--- src/rtl/uart_rx.sv ---
// uart_rx: 8N1 UART receiver that samples each bit at its centre after a synchronized start edge.
//   clk       system clock, rising edge
//   rst       asynchronous active-high reset
//   rx        serial line, idle high, asynchronous to clk
//   data      last correctly framed byte, held until the next good frame
//   valid     one-cycle strobe, data updated this cycle
//   frame_err one-cycle strobe, stop bit sampled low
//   busy_flag high whenever the receiver is not idle
module uart_rx #(
    parameter int CLK_FREQ       = 50_000_000,
    parameter int BAUD_RATE      = 115200,
    parameter int CLK_COUNT_BIT  = CLK_FREQ / BAUD_RATE,
    parameter int CLK_COUNT_HALF = CLK_COUNT_BIT / 2
) (
    input  logic       clk,
    input  logic       rst,
    input  logic       rx,
    output logic [7:0] data,
    output logic       valid,
    output logic       frame_err,
    output logic       busy_flag
);
    localparam logic [31:0] HALF_END = 32'(CLK_COUNT_HALF - 1);
    localparam logic [31:0] BIT_END  = 32'(CLK_COUNT_BIT - 1);

    typedef enum logic [2:0] {IDLE, START, DATA, STOP, BREAK} state_t;

    state_t      state, state_n;
    logic        rx_m, rx_s;
    logic [31:0] clk_count, clk_count_n;
    logic [2:0]  bit_count, bit_count_n;
    logic [7:0]  shift, shift_n, data_n;
    logic        valid_n, frame_err_n;

    always_ff @(posedge clk or posedge rst) begin
        if (rst) begin
            state     <= IDLE;
            rx_m      <= 1'b1;
            rx_s      <= 1'b1;
            clk_count <= '0;
            bit_count <= '0;
            shift     <= '0;
            data      <= '0;
            valid     <= 1'b0;
            frame_err <= 1'b0;
        end else begin
            state     <= state_n;
            rx_m      <= rx;
            rx_s      <= rx_m;
            clk_count <= clk_count_n;
            bit_count <= bit_count_n;
            shift     <= shift_n;
            data      <= data_n;
            valid     <= valid_n;
            frame_err <= frame_err_n;
        end
    end

    // Leaving STOP at the stop-bit centre leaves half a bit to catch a back-to-back start edge.
    always_comb begin
        state_n     = state;
        clk_count_n = clk_count + 32'd1;
        bit_count_n = bit_count;
        shift_n     = shift;
        data_n      = data;
        valid_n     = 1'b0;
        frame_err_n = 1'b0;
        case (state)
            IDLE: begin
                clk_count_n = '0;
                bit_count_n = '0;
                state_n     = rx_s ? IDLE : START;
            end
            START: begin
                if (clk_count == HALF_END) begin
                    clk_count_n = '0;
                    state_n     = rx_s ? IDLE : DATA;
                end
            end
            DATA: begin
                if (clk_count == BIT_END) begin
                    clk_count_n = '0;
                    shift_n     = {rx_s, shift[7:1]};
                    bit_count_n = bit_count + 3'd1;
                    state_n     = (bit_count == 3'd7) ? STOP : DATA;
                end
            end
            STOP: begin
                if (clk_count == BIT_END) begin
                    clk_count_n = '0;
                    data_n      = rx_s ? shift : data;
                    valid_n     = rx_s;
                    frame_err_n = !rx_s;
                    state_n     = rx_s ? IDLE : BREAK;
                end
            end
            BREAK: begin
                clk_count_n = '0;
                state_n     = rx_s ? IDLE : BREAK;
            end
            default: begin
                clk_count_n = '0;
                state_n     = IDLE;
            end
        endcase
    end

    assign busy_flag = (state != IDLE);
endmodule

--- config.mk ---
export PLATFORM = sky130hd
export DESIGN_NAME = uart_rx
export DESIGN_NICKNAME = d
export VERILOG_FILES = /design/src/rtl/uart_rx.sv
export SDC_FILE = /design/constraint.sdc
export NUM_CORES = 1
export LEC_CHECK = 0
export ABC_AREA = 1
export BUFFER_PORTS_ARGS = -buffer_cell sky130_fd_sc_hd__buf_2
export CORE_MARGIN = 2
export CORE_UTILIZATION = 56
export DETAILED_ROUTE_END_ITERATION = 10
export PLACE_DENSITY = 0.75
export SYNTH_ARGS = -nofsm -noshare
export SYNTH_HDL_FRONTEND = slang
export SYNTH_SLANG_ARGS = --single-unit
--- constraint.sdc ---
create_clock -name clk -period 1.52 [get_ports clk]
set_input_delay 0 -clock clk [delete_from_list [all_inputs] [get_ports clk]]
set_output_delay 0 -clock clk [all_outputs]
set_load 0.05 [all_outputs]
==> flow_summary.json, run 1 <==
{
  "yosys-mux-area-fraction": 0,
  "fin_crit_sh": 1.06,
  "net-switching-power_mw": 0.634,
  "rows": 27,
  "yosys_warnings": 0,
  "finalPower_mw": 3.07,
  "violations": "setup timing",
  "drt-pass1-iter-count": 5,
  "irDropWorstVdd_mv": 0.485,
  "die_x_microns": 80.6,
  "crit_path_max_incr_delay_ns": 0.40,
  "r2r_cells": 11,
  "type_of_the_worst_setup_path": "reg -> reg",
  "crit_fanout": 9,
  "classification_of_the_worst_slack_hold_path": "in -> async",
  "tritoncts_clock_tree": "built",
  "seq_area_frac_synth": 0.442,
  "synth.net_count": 454,
  "internal_power_mw": 2.44,
  "ctsHtreeMaxLevel": 3,
  "ctsLongestPathBuffers": 2,
  "final_core_utilization": 0.769,
  "synth-compound-area-share": 0.0620,
  "pwr-share-seq": 0.505,
  "setup_slack_ns": -0.0898,
  "critical_path.reg2reg.endpoint": "clk_count[6]",
  "critical_path.startpoint_type": "register",
  "post-route-min-period_ns": 1.61,
  "critPathRequiredTime_ns": 1.74,
  "wl_mm": 8.32,
  "worst-path-stages": 11,
  "slowest_stage": "sky130_fd_sc_hd__dfrtp_1",
  "timing.slew.headroom": 0.692,
  "synth.largest_area_cell": "sky130_fd_sc_hd__dfrtp_1",
  "report.final.slew_viol_count": 0,
  "drtAntennaViolNets": 0,
  "switching_share": 0.206,
  "finalHoldViolations": 0,
  "timing.critical_path.to_type": "register",
  "dp.final_hpwl_mm": 5.56,
  "chip_height_microns": 80.6,
  "cts_num_sinks": 58,
  "synth_area_per_cell_sq_um": 7.38,
  "cp_data_arrival_time_ns": 1.83,
  "final_setup_violation_count": 33,
  "worst_clock_skew_ns": 0.00828,
  "place_worst_setup_slack_ns": -0.0952,
  "grt_start_max_net_pins": 36,
  "grt_pass1_wl_mm": 13.4,
  "top_level_ports": 14,
  "remaining_drc_errors": 0,
  "path_common_cell": "sky130_fd_sc_hd__nand2_1",
  "routed_via_density": 5.18,
  "outcome": "finished, violations left",
  "synth-xor-area-share": 0.0399,
  "ctsRootBufferMaster": "sky130_fd_sc_hd__clkbuf_8",
  "starting_density_of_the_core": 0.590,
  "post_synth_main_area_contributors": "sky130_fd_sc_hd__dfrtp_1 (43%), sky130_fd_sc_hd__nand2_1 (18%), sky130_fd_sc_hd__nor2_1 (6.2%)",
  "number_of_antenna_repair_diodes": 0,
  "path_cells": "inv_2 -> buf_4 -> ha_1 -> nand2_1 -> nor2_1 -> nand2_1 -> nor2_1 -> nand2_1 -> nand2_4 -> buf_12 -> a21oi_1",
  "share_clk_of_total_power": 0.480,
  "mappedNetlistArea_sq_um": 3290,
  "overflow": 0,
  "unrepaired_setup_endpoints_after_global_routing": "yes",
  "synth_cell_types": 26,
  "synth-simple-area-share": 0.364,
  "post_synth_inst_count": 446,
  "power.leakage_nw": 2.17,
  "ys_ff_latch": 58,
  "cts-buffers-inserted": 9,
  "clk-insertion-delay-late_ns": 0.35,
  "synth_adder_area_share": 0.0190,
  "synth_top_family_by_area": "simple AND/OR/NAND/NOR gates",
  "power_density_nw_per_um2": 717,
  "post-synth-top-area-fraction": 0.426,
  "crit-reg2reg-launch": "clk_count[1]",
  "crit_family": "simple AND/OR/NAND/NOR gates",
  "ff2ff_setup_slack_ns": -0.09,
  "layout_commonest_cell": "sky130_fd_sc_hd__nand2_1",
  "crit_buf_inv": 3,
  "detailroute.via_count": 3099,
  "place_congestion": 0.892,
  "layout.cells.most_common_list": "sky130_fd_sc_hd__nand2_1 (154), sky130_fd_sc_hd__dfrtp_1 (54), sky130_fd_sc_hd__nor2_1 (48), sky130_fd_sc_hd__buf_4 (48), sky130_fd_sc_hd__inv_1 (47)",
  "dr.first_iter.drc_count": 260,
  "drive_gt1_frac": 0.276,
  "grt_use_total": 0.273,
  "fp.dieArea_sq_um": 6500,
  "setup_total_negative_slack_ns": -1.62,
  "share_comb_of_total_power": 0.015,
  "number_of_antenna_violations_at_the_first_check_in_global_routing": 0,
  "flow.area_growth_from_synthesis_pct": 30.3,
  "worst-slew-pin-transition_ns": 0.462,
  "core_sq_um": 5570,
  "place.port_buffers": 13,
  "drv_cap": 0,
  "grt_pass1_vias": 2995,
  "finalNetCount": 530,
  "fmax_ghz": 0.621,
  "routedWlPerCell_microns": 13.9,
  "cts.reportedPaths.clkPinSlew_ns": 0.07
}
==> power by group through the flow <==
stage | clock network, mW | registers [mW] | logic, mW
after floorplan | 0 | 1.58 | 0.0257
after global placement | 0 | 1.58 | 0.0420
after detailed placement | 0 | 1.58 | 0.0433
after CTS | 1.49 | 1.55 | 0.0472
after global routing | 1.56 | 1.55 | 0.0526
final | 1.48 | 1.55 | 0.0449
==> Yosys cell counts <==
cell                       count
sky130_fd_sc_hd__a211oi_1      1
sky130_fd_sc_hd__a21boi_0      1
sky130_fd_sc_hd__a21oi_1      25
sky130_fd_sc_hd__a21oi_2       5
sky130_fd_sc_hd__buf_2         1
sky130_fd_sc_hd__buf_6         2
sky130_fd_sc_hd__clkbuf_1      2
sky130_fd_sc_hd__dfrtp_1      56
sky130_fd_sc_hd__dfstp_2       2
sky130_fd_sc_hd__ha_1          5
sky130_fd_sc_hd__inv_1        51
sky130_fd_sc_hd__inv_2         4
sky130_fd_sc_hd__nand2_1     162
sky130_fd_sc_hd__nand2_2       4
sky130_fd_sc_hd__nand2_4       3
sky130_fd_sc_hd__nand3_1      31
sky130_fd_sc_hd__nand3_2       2
sky130_fd_sc_hd__nor2_1       54
sky130_fd_sc_hd__nor2_2        1
sky130_fd_sc_hd__nor2_4        8
sky130_fd_sc_hd__nor2_8        1
sky130_fd_sc_hd__nor3_1        4
sky130_fd_sc_hd__nor3b_1       2
sky130_fd_sc_hd__o21ai_0       4
sky130_fd_sc_hd__xnor2_1       1
sky130_fd_sc_hd__xor2_1       14
==> worst register-to-register path: stages (launching register included) <==
cell,delay (ns)
sky130_fd_sc_hd__dfrtp_1,0.40
sky130_fd_sc_hd__inv_2,0.09
sky130_fd_sc_hd__buf_4,0.11
sky130_fd_sc_hd__ha_1,0.13
sky130_fd_sc_hd__nand2_1,0.05
sky130_fd_sc_hd__nor2_1,0.08
sky130_fd_sc_hd__nand2_1,0.06
sky130_fd_sc_hd__nor2_1,0.12
sky130_fd_sc_hd__nand2_1,0.10
sky130_fd_sc_hd__nand2_4,0.14
sky130_fd_sc_hd__buf_12,0.15
sky130_fd_sc_hd__a21oi_1,0.08
==> layout make-up <==
cell class / count / area, sq um
well taps: 72 / 90.1
inverters: 55 / 214
clock buffers: 13 / 169
fillers: 417 / 1290
flip-flops and latches: 58 / 1460
multi-input cells: 329 / 1770
clock inverters: 2 / 35.0
repair buffers: 69 / 553
==> what timing repair did <==
item | in CTS | in global routing
endpoints found under the hold margin | 57 | 0
endpoints found under the setup margin | 45 | 54
hold buffers | 2 | 0
resized for setup | 19 | 29
gates cloned | 0 | 2
setup buffers | 3 | 5
pin swaps | 6 | 14
==> kinds of logic after synthesis <==
| group | after synthesis |
|---|---|
| xor+xnor | 15 |
| compound gates | 36 |
| flops | 58 |
| buf+inv | 60 |
| simple gates | 272 |
| fa+ha+maj | 5 |
==> layer usage <==
layer  wire length [microns]  share of wire  GRT usage
met1                    3680           0.44      0.348
met4                     122          0.015      0.100
met5                       0              0          0
met3                     373          0.045     0.0674
met2                    4140           0.50      0.450
==> stage by stage <==
step / area [sq um] / hold slack (ns) / cells
detailed placement: 3780 / 0.0787 / 571
finish: 4290 / 0.258 / 598
CTS: 4090 / 0.271 / 591
global route: 4290 / 0.299 / 598
floorplan: 3290 / 0.00448 / 446
global placement: 3780 / 0.0657 / 571
==> sequential cells by signal, summed over array words and instances, names as in the netlist <==
name and cells:
clk_count 32, data 8, shift 8, bit_count 3
state 3, frame_err 1, rx_m 1, rx_s 1
valid 1
==> how the worst max path moves through the flow <==
stage,startpoint,end
CTS,clk_count[1],clk_count[8]
global placement,clk_count[1],data[0]
detailed placement,clk_count[1],data[4]
finish,clk_count[1],clk_count[6]
floorplan,state[1],state[0]
global route,clk_count[1],shift[1]
No activity file was read; power rests on OpenSTA's default activity.
==> run 2, diff against run 1 <==
--- a/config.mk
+++ b/config.mk
@@ -14,3 +14,4 @@
 export SYNTH_ARGS = -nofsm -noshare
 export SYNTH_HDL_FRONTEND = slang
 export SYNTH_SLANG_ARGS = --single-unit
+export TNS_END_PERCENT = 10
==> flow_summary.json, run 2 (synthesized netlist as in run 1, its figures left out) <==
{
  "report.final.slew_viol_count": 0,
  "crit-reg2reg-launch": "clk_count[23]",
  "total_area_of_sequential_cells_sq_um": 1450,
  "chip_height_microns": 80.6,
  "cts_num_sinks": 58,
  "r2r_cells": 9,
  "rows": 27,
  "crit_path_start": "clk_count[23]",
  "ctsRootBufferMaster": "sky130_fd_sc_hd__clkbuf_8",
  "crit_fanout": 8,
  "flip_flop_count_of_the_largest_register_all_copies_and_words_added": 32,
  "ctsLongestPathBuffers": 2,
  "finalPower_mw": 3.07,
  "final_core_utilization": 0.746,
  "tritoncts_clock_tree": "built",
  "place_worst_setup_slack_ns": -0.0952,
  "grt_start_max_net_pins": 36,
  "overflow": 0,
  "place.port_buffers": 13,
  "critical_path.reg2reg.endpoint": "clk_count[25]",
  "fmax_ghz": 0.625,
  "critical_path.startpoint_type": "register",
  "remaining_drc_errors": 0,
  "starting_density_of_the_core": 0.590,
  "worst_setup_path_endpoint": "clk_count[25]",
  "postLayoutCellArea_sq_um": 4160,
  "drtAntennaViolNets": 0,
  "fp.dieArea_sq_um": 6500,
  "place_area_sq_um": 3780,
  "critPathRequiredTime_ns": 1.75,
  "dp_cells": 571,
  "setup_total_negative_slack_ns": -0.917,
  "ff2ff_setup_slack_ns": -0.08,
  "number_of_antenna_violations_at_the_first_check_in_global_routing": 0,
  "unrepaired_setup_endpoints_after_global_routing": "yes",
  "classification_of_the_worst_slack_hold_path": "in -> async",
  "multiInputGateArea_sq_um": 1680,
  "cts-buffers-inserted": 9,
  "post-route-min-period_ns": 1.60,
  "finalHoldViolations": 0,
  "timing.critical_path.to_type": "register",
  "whs_ns": 0.253,
  "number_of_antenna_repair_diodes": 0,
  "power_density_nw_per_um2": 737,
  "grt_use_total": 0.265,
  "place_congestion": 0.892,
  "routedWlPerCell_microns": 13.3,
  "power.leakage_nw": 2.12,
  "cts.reportedPaths.clkPinSlew_ns": 0.06,
  "layout_commonest_cell": "sky130_fd_sc_hd__nand2_1",
  "type_of_the_worst_setup_path": "reg -> reg",
  "top_regs": "clk_count (32), data (8), shift (8)",
  "fin_crit_sh": 1.05,
  "final_setup_violation_count": 28,
  "wl_mm": 7.88,
  "clk-insertion-delay-late_ns": 0.35,
  "drive_gt1_frac": 0.232,
  "drv_cap": 0,
  "flow.area_growth_from_synthesis_pct": 26.4,
  "core_sq_um": 5570,
  "grt_pass1_wl_mm": 13.0,
  "top_level_ports": 14,
  "routed_via_density": 5.15,
  "setup_slack_ns": -0.0795,
  "drt-pass1-iter-count": 4,
  "cp_data_arrival_time_ns": 1.83,
  "layout.cells.non_filler": 593,
  "ctsHtreeMaxLevel": 3,
  "fillCellCount": 445,
  "dr.first_iter.drc_count": 205,
  "max_flop_register": "clk_count",
  "dp.final_hpwl_mm": 5.56,
  "die_x_microns": 80.6,
  "timing.slew.headroom": 0.693,
  "violations": "setup timing",
  "irDropWorstVdd_mv": 0.487,
  "layout.cells.most_common_list": "sky130_fd_sc_hd__nand2_1 (159), sky130_fd_sc_hd__dfrtp_1 (56), sky130_fd_sc_hd__nor2_1 (50), sky130_fd_sc_hd__inv_1 (47), sky130_fd_sc_hd__buf_4 (44)",
  "finalNetCount": 525,
  "outcome": "finished, violations left",
  "worst-slew-pin-transition_ns": 0.460,
  "detailroute.via_count": 3056,
  "worst_clock_skew_ns": 0.00586,
  "grt_pass1_vias": 2927
}
-- run 2: worst min path at each step --
| stage | slack [ns] | cells after the start | to | startpoint |
|---|---|---|---|---|
| finish | 0.25 | 4 | clk_count[22] | rst |
| global route | 0.29 | 4 | shift[2] | rst |
| CTS | 0.27 | 4 | clk_count[22] | rst |
| detailed placement | 0.08 | 3 | data[0] | rst |
| global placement | 0.07 | 3 | data[1] | rst |
| floorplan | 0.004 | 0 | rx_m | rx |
-- run 2: routing by layer --
metal  up-vias  share of wire  global-route usage
met4         0          0.023              0.0831
met5         -              0                   0
met1      1439           0.44               0.343
met2        78           0.49               0.438
li1       1517              -                   -
met3        22          0.046              0.0652
-- run 2: worst max-delay path, stage by stage, from the launching register on --
cell                        delay (ns)
sky130_fd_sc_hd__dfrtp_1          0.39
sky130_fd_sc_hd__inv_1            0.12
sky130_fd_sc_hd__nand2_1          0.06
sky130_fd_sc_hd__nor2_1           0.08
sky130_fd_sc_hd__nand2_1          0.12
sky130_fd_sc_hd__nor2_4           0.18
sky130_fd_sc_hd__nand2_1          0.11
sky130_fd_sc_hd__nand2_4          0.18
sky130_fd_sc_hd__clkbuf_16        0.17
sky130_fd_sc_hd__a21oi_1          0.06
-- run 2: timing repair --
| item | 4_1_cts | 5_1_grt |
|---|---|---|
| buffers inserted | 1 | 3 |
| setup endpoints to repair | 45 | 54 |
| cloned | 0 | 1 |
| pin swaps | 3 | 9 |
| resized for setup | 6 | 19 |
| endpoints found under the hold margin | 57 | 0 |
| hold buffers | 2 | 0 |
-- run 2: where the power goes --
group | internal [mW] | switching (mW) | total, mW
Sequential | 1.55 | 0.00208 | 1.55
Clock | 0.879 | 0.591 | 1.47
Combinational | 0.00956 | 0.0351 | 0.0446
-- run 2: layout make-up --
type / instances / share of cell area
Inverter: 55 / 0.0508
Tap cell: 72 / 0.0217
Multi-Input combinational cell: 328 / 0.403
Clock inverter: 2 / 0.00842
Timing Repair Buffer: 65 / 0.126
Sequential cell: 58 / 0.350
Clock buffer: 13 / 0.0406
==> run 3, diff against run 2 <==
--- a/config.mk
+++ b/config.mk
@@ -8,9 +8,9 @@
 export ABC_AREA = 1
 export BUFFER_PORTS_ARGS = -buffer_cell sky130_fd_sc_hd__buf_2
 export CORE_MARGIN = 2
-export CORE_UTILIZATION = 56
+export CORE_UTILIZATION = 66
 export DETAILED_ROUTE_END_ITERATION = 10
-export PLACE_DENSITY = 0.75
+export PLACE_DENSITY = 0.84
 export SYNTH_ARGS = -nofsm -noshare
 export SYNTH_HDL_FRONTEND = slang
 export SYNTH_SLANG_ARGS = --single-unit
==> constraint.sdc (replaced) <==
create_clock -name clk -period 2 [get_ports clk]
set_input_delay 0 -clock clk [delete_from_list [all_inputs] [get_ports clk]]
set_output_delay 0 -clock clk [all_outputs]
set_load 0.05 [all_outputs]
==> flow_summary.json, run 3 (synthesized netlist as in run 1, its figures left out) <==
{
  "classification_of_the_worst_slack_hold_path": "in -> reg",
  "routedWlPerCell_microns": 13.1,
  "setup_total_negative_slack_ns": 0,
  "global_route.usage.met2": 0.456,
  "finalHoldViolations": 0,
  "worst_clock_skew_ns": 0.00908,
  "outcome": "completed",
  "layout_commonest_cell": "sky130_fd_sc_hd__nand2_1",
  "fin_crit_sh": 0.877,
  "critical_path.startpoint_type": "register",
  "core_sq_um": 4750,
  "flip_flop_count_of_the_largest_register_all_copies_and_words_added": 32,
  "drive_gt1_frac": 0.136,
  "place_congestion": 0.909,
  "max_flop_register": "clk_count",
  "postCtsResizedCells": 0,
  "cts_num_sinks": 58,
  "number_of_antenna_repair_diodes": 0,
  "final_setup_violation_count": 0,
  "critPathRequiredTime_ns": 2.24,
  "post-route-min-period_ns": 1.75,
  "report.final.slew_viol_count": 0,
  "grt_pass1_wl_mm": 11.9,
  "ff2ff_setup_slack_ns": 0.25,
  "place.port_buffers": 13,
  "chip_height_microns": 74.6,
  "ctsRootBufferMaster": "sky130_fd_sc_hd__clkbuf_8",
  "drt-pass1-iter-count": 4,
  "detailroute.via_count": 2838,
  "flow.area_growth_from_synthesis_pct": 12.1,
  "type_of_the_worst_setup_path": "reg -> reg",
  "top_usage_layer": "met2",
  "gr-usage-met1": 0.368,
  "grt_use_total": 0.285,
  "crit_path_max_incr_delay_ns": 0.41,
  "grt_start_max_net_pins": 59,
  "grt_pass1_vias": 2715,
  "top_level_ports": 14,
  "top_regs": "clk_count (32), data (8), shift (8)",
  "unrepaired_setup_endpoints_after_global_routing": "no",
  "rows": 25,
  "number_of_antenna_violations_at_the_first_check_in_global_routing": 0,
  "finalNetCount": 480,
  "dr.first_iter.drc_count": 289,
  "crit_buf_inv": 2,
  "ctsHtreeMaxLevel": 3,
  "clk-insertion-delay-late_ns": 0.35,
  "timing.slew.headroom": 0.527,
  "worst-slew-pin-transition_ns": 0.710,
  "layout.cells.most_common_list": "sky130_fd_sc_hd__nand2_1 (162), sky130_fd_sc_hd__dfrtp_1 (56), sky130_fd_sc_hd__nor2_1 (54), sky130_fd_sc_hd__inv_1 (50), sky130_fd_sc_hd__nand3_1 (31)",
  "overflow": 0,
  "met3_usage": 0.0705,
  "tritoncts_clock_tree": "built",
  "cts.reportedPaths.clkPinSlew_ns": 0.07,
  "fillCellCount": 357,
  "path_common_cell": "sky130_fd_sc_hd__nand2_1",
  "drtAntennaViolNets": 0,
  "whs_ns": 0.333,
  "routed_via_density": 5.22,
  "remaining_drc_errors": 0,
  "crit_fanout": 10,
  "finalPower_mw": 2.45,
  "cts-buffers-inserted": 9,
  "fp.dieArea_sq_um": 5560,
  "power.leakage_nw": 1.89,
  "dp.final_hpwl_mm": 4.95,
  "irDropWorstVdd_mv": 0.509,
  "wl_mm": 7.10,
  "slowest_stage": "sky130_fd_sc_hd__dfrtp_1",
  "ctsLongestPathBuffers": 2,
  "starting_density_of_the_core": 0.692,
  "timing.critical_path.to_type": "register",
  "cp_data_arrival_time_ns": 1.99,
  "die_x_microns": 74.6,
  "path_cells": "inv_1 -> ha_1 -> nor3b_1 -> nand2_1 -> nor2_1 -> nand3_1 -> buf_4 -> nand2_1 -> nand2_1",
  "crit_family": "simple AND/OR/NAND/NOR gates",
  "fmax_ghz": 0.570,
  "drv_cap": 0,
  "power_density_nw_per_um2": 663,
  "post_cts_setup_repair_bufs": 0
}
[run 3: power by group]
group / switching, mW / internal, mW / total, mW / leakage (nW)
clock network: 0.501 / 0.737 / 1.24 / 0.112
registers: 0.00137 / 1.18 / 1.18 / 0.789
logic: 0.0253 / 0.00592 / 0.0312 / 0.991
[run 3: path summary, 6_finish.rpt]
path / end / start / depth (start not counted)
worst max-delay path: shift[1] / clk_count[1] / 9
worst min-delay path: rx_m / rx / 2
worst max register to register: shift[1] / clk_count[1] / 9
worst min register to register: rx_s / rx_m / 0
max in group asynchronous: clk_count[8] / rst / 4
min in group asynchronous: valid / rst / 4
[run 3: per-layer routing]
layer / routed length (microns) / part of all wire
met2: 3430 / 0.48
met1: 3080 / 0.43
met3: 455 / 0.064
met5: 0 / 0
met4: 147 / 0.021
[run 3: layout make-up]
cell class                 instances  area [sq um]  area share
multi-input combinational        328          1590       0.432
sequential                        58          1450       0.394
inverter                          55           206      0.0560
clock buffer                      10           138      0.0373
timing repair buffer              20           123      0.0332
clock inverter                     6          90.1      0.0244
tap                               67          83.8      0.0227
[run 3: stage by stage]
stage / setup slack [ns] / area, sq um / instances / utilization
2_1_floorplan: 0.490 / 3290 / 446 / -
3_3_place_gp: 0.300 / 3440 / 526 / 0.724
3_5_place_dp: 0.258 / 3440 / 526 / 0.724
4_1_cts: 0.243 / 3690 / 544 / 0.776
5_1_grt: 0.0577 / 3690 / 544 / 0.776
6_report: 0.245 / 3690 / 544 / 0.776
[run 3: what timing repair did]
action,4_1_cts,5_1_grt
hold buffers,2,0
setup endpoints to repair,0,0
endpoints found under the hold margin,57,0
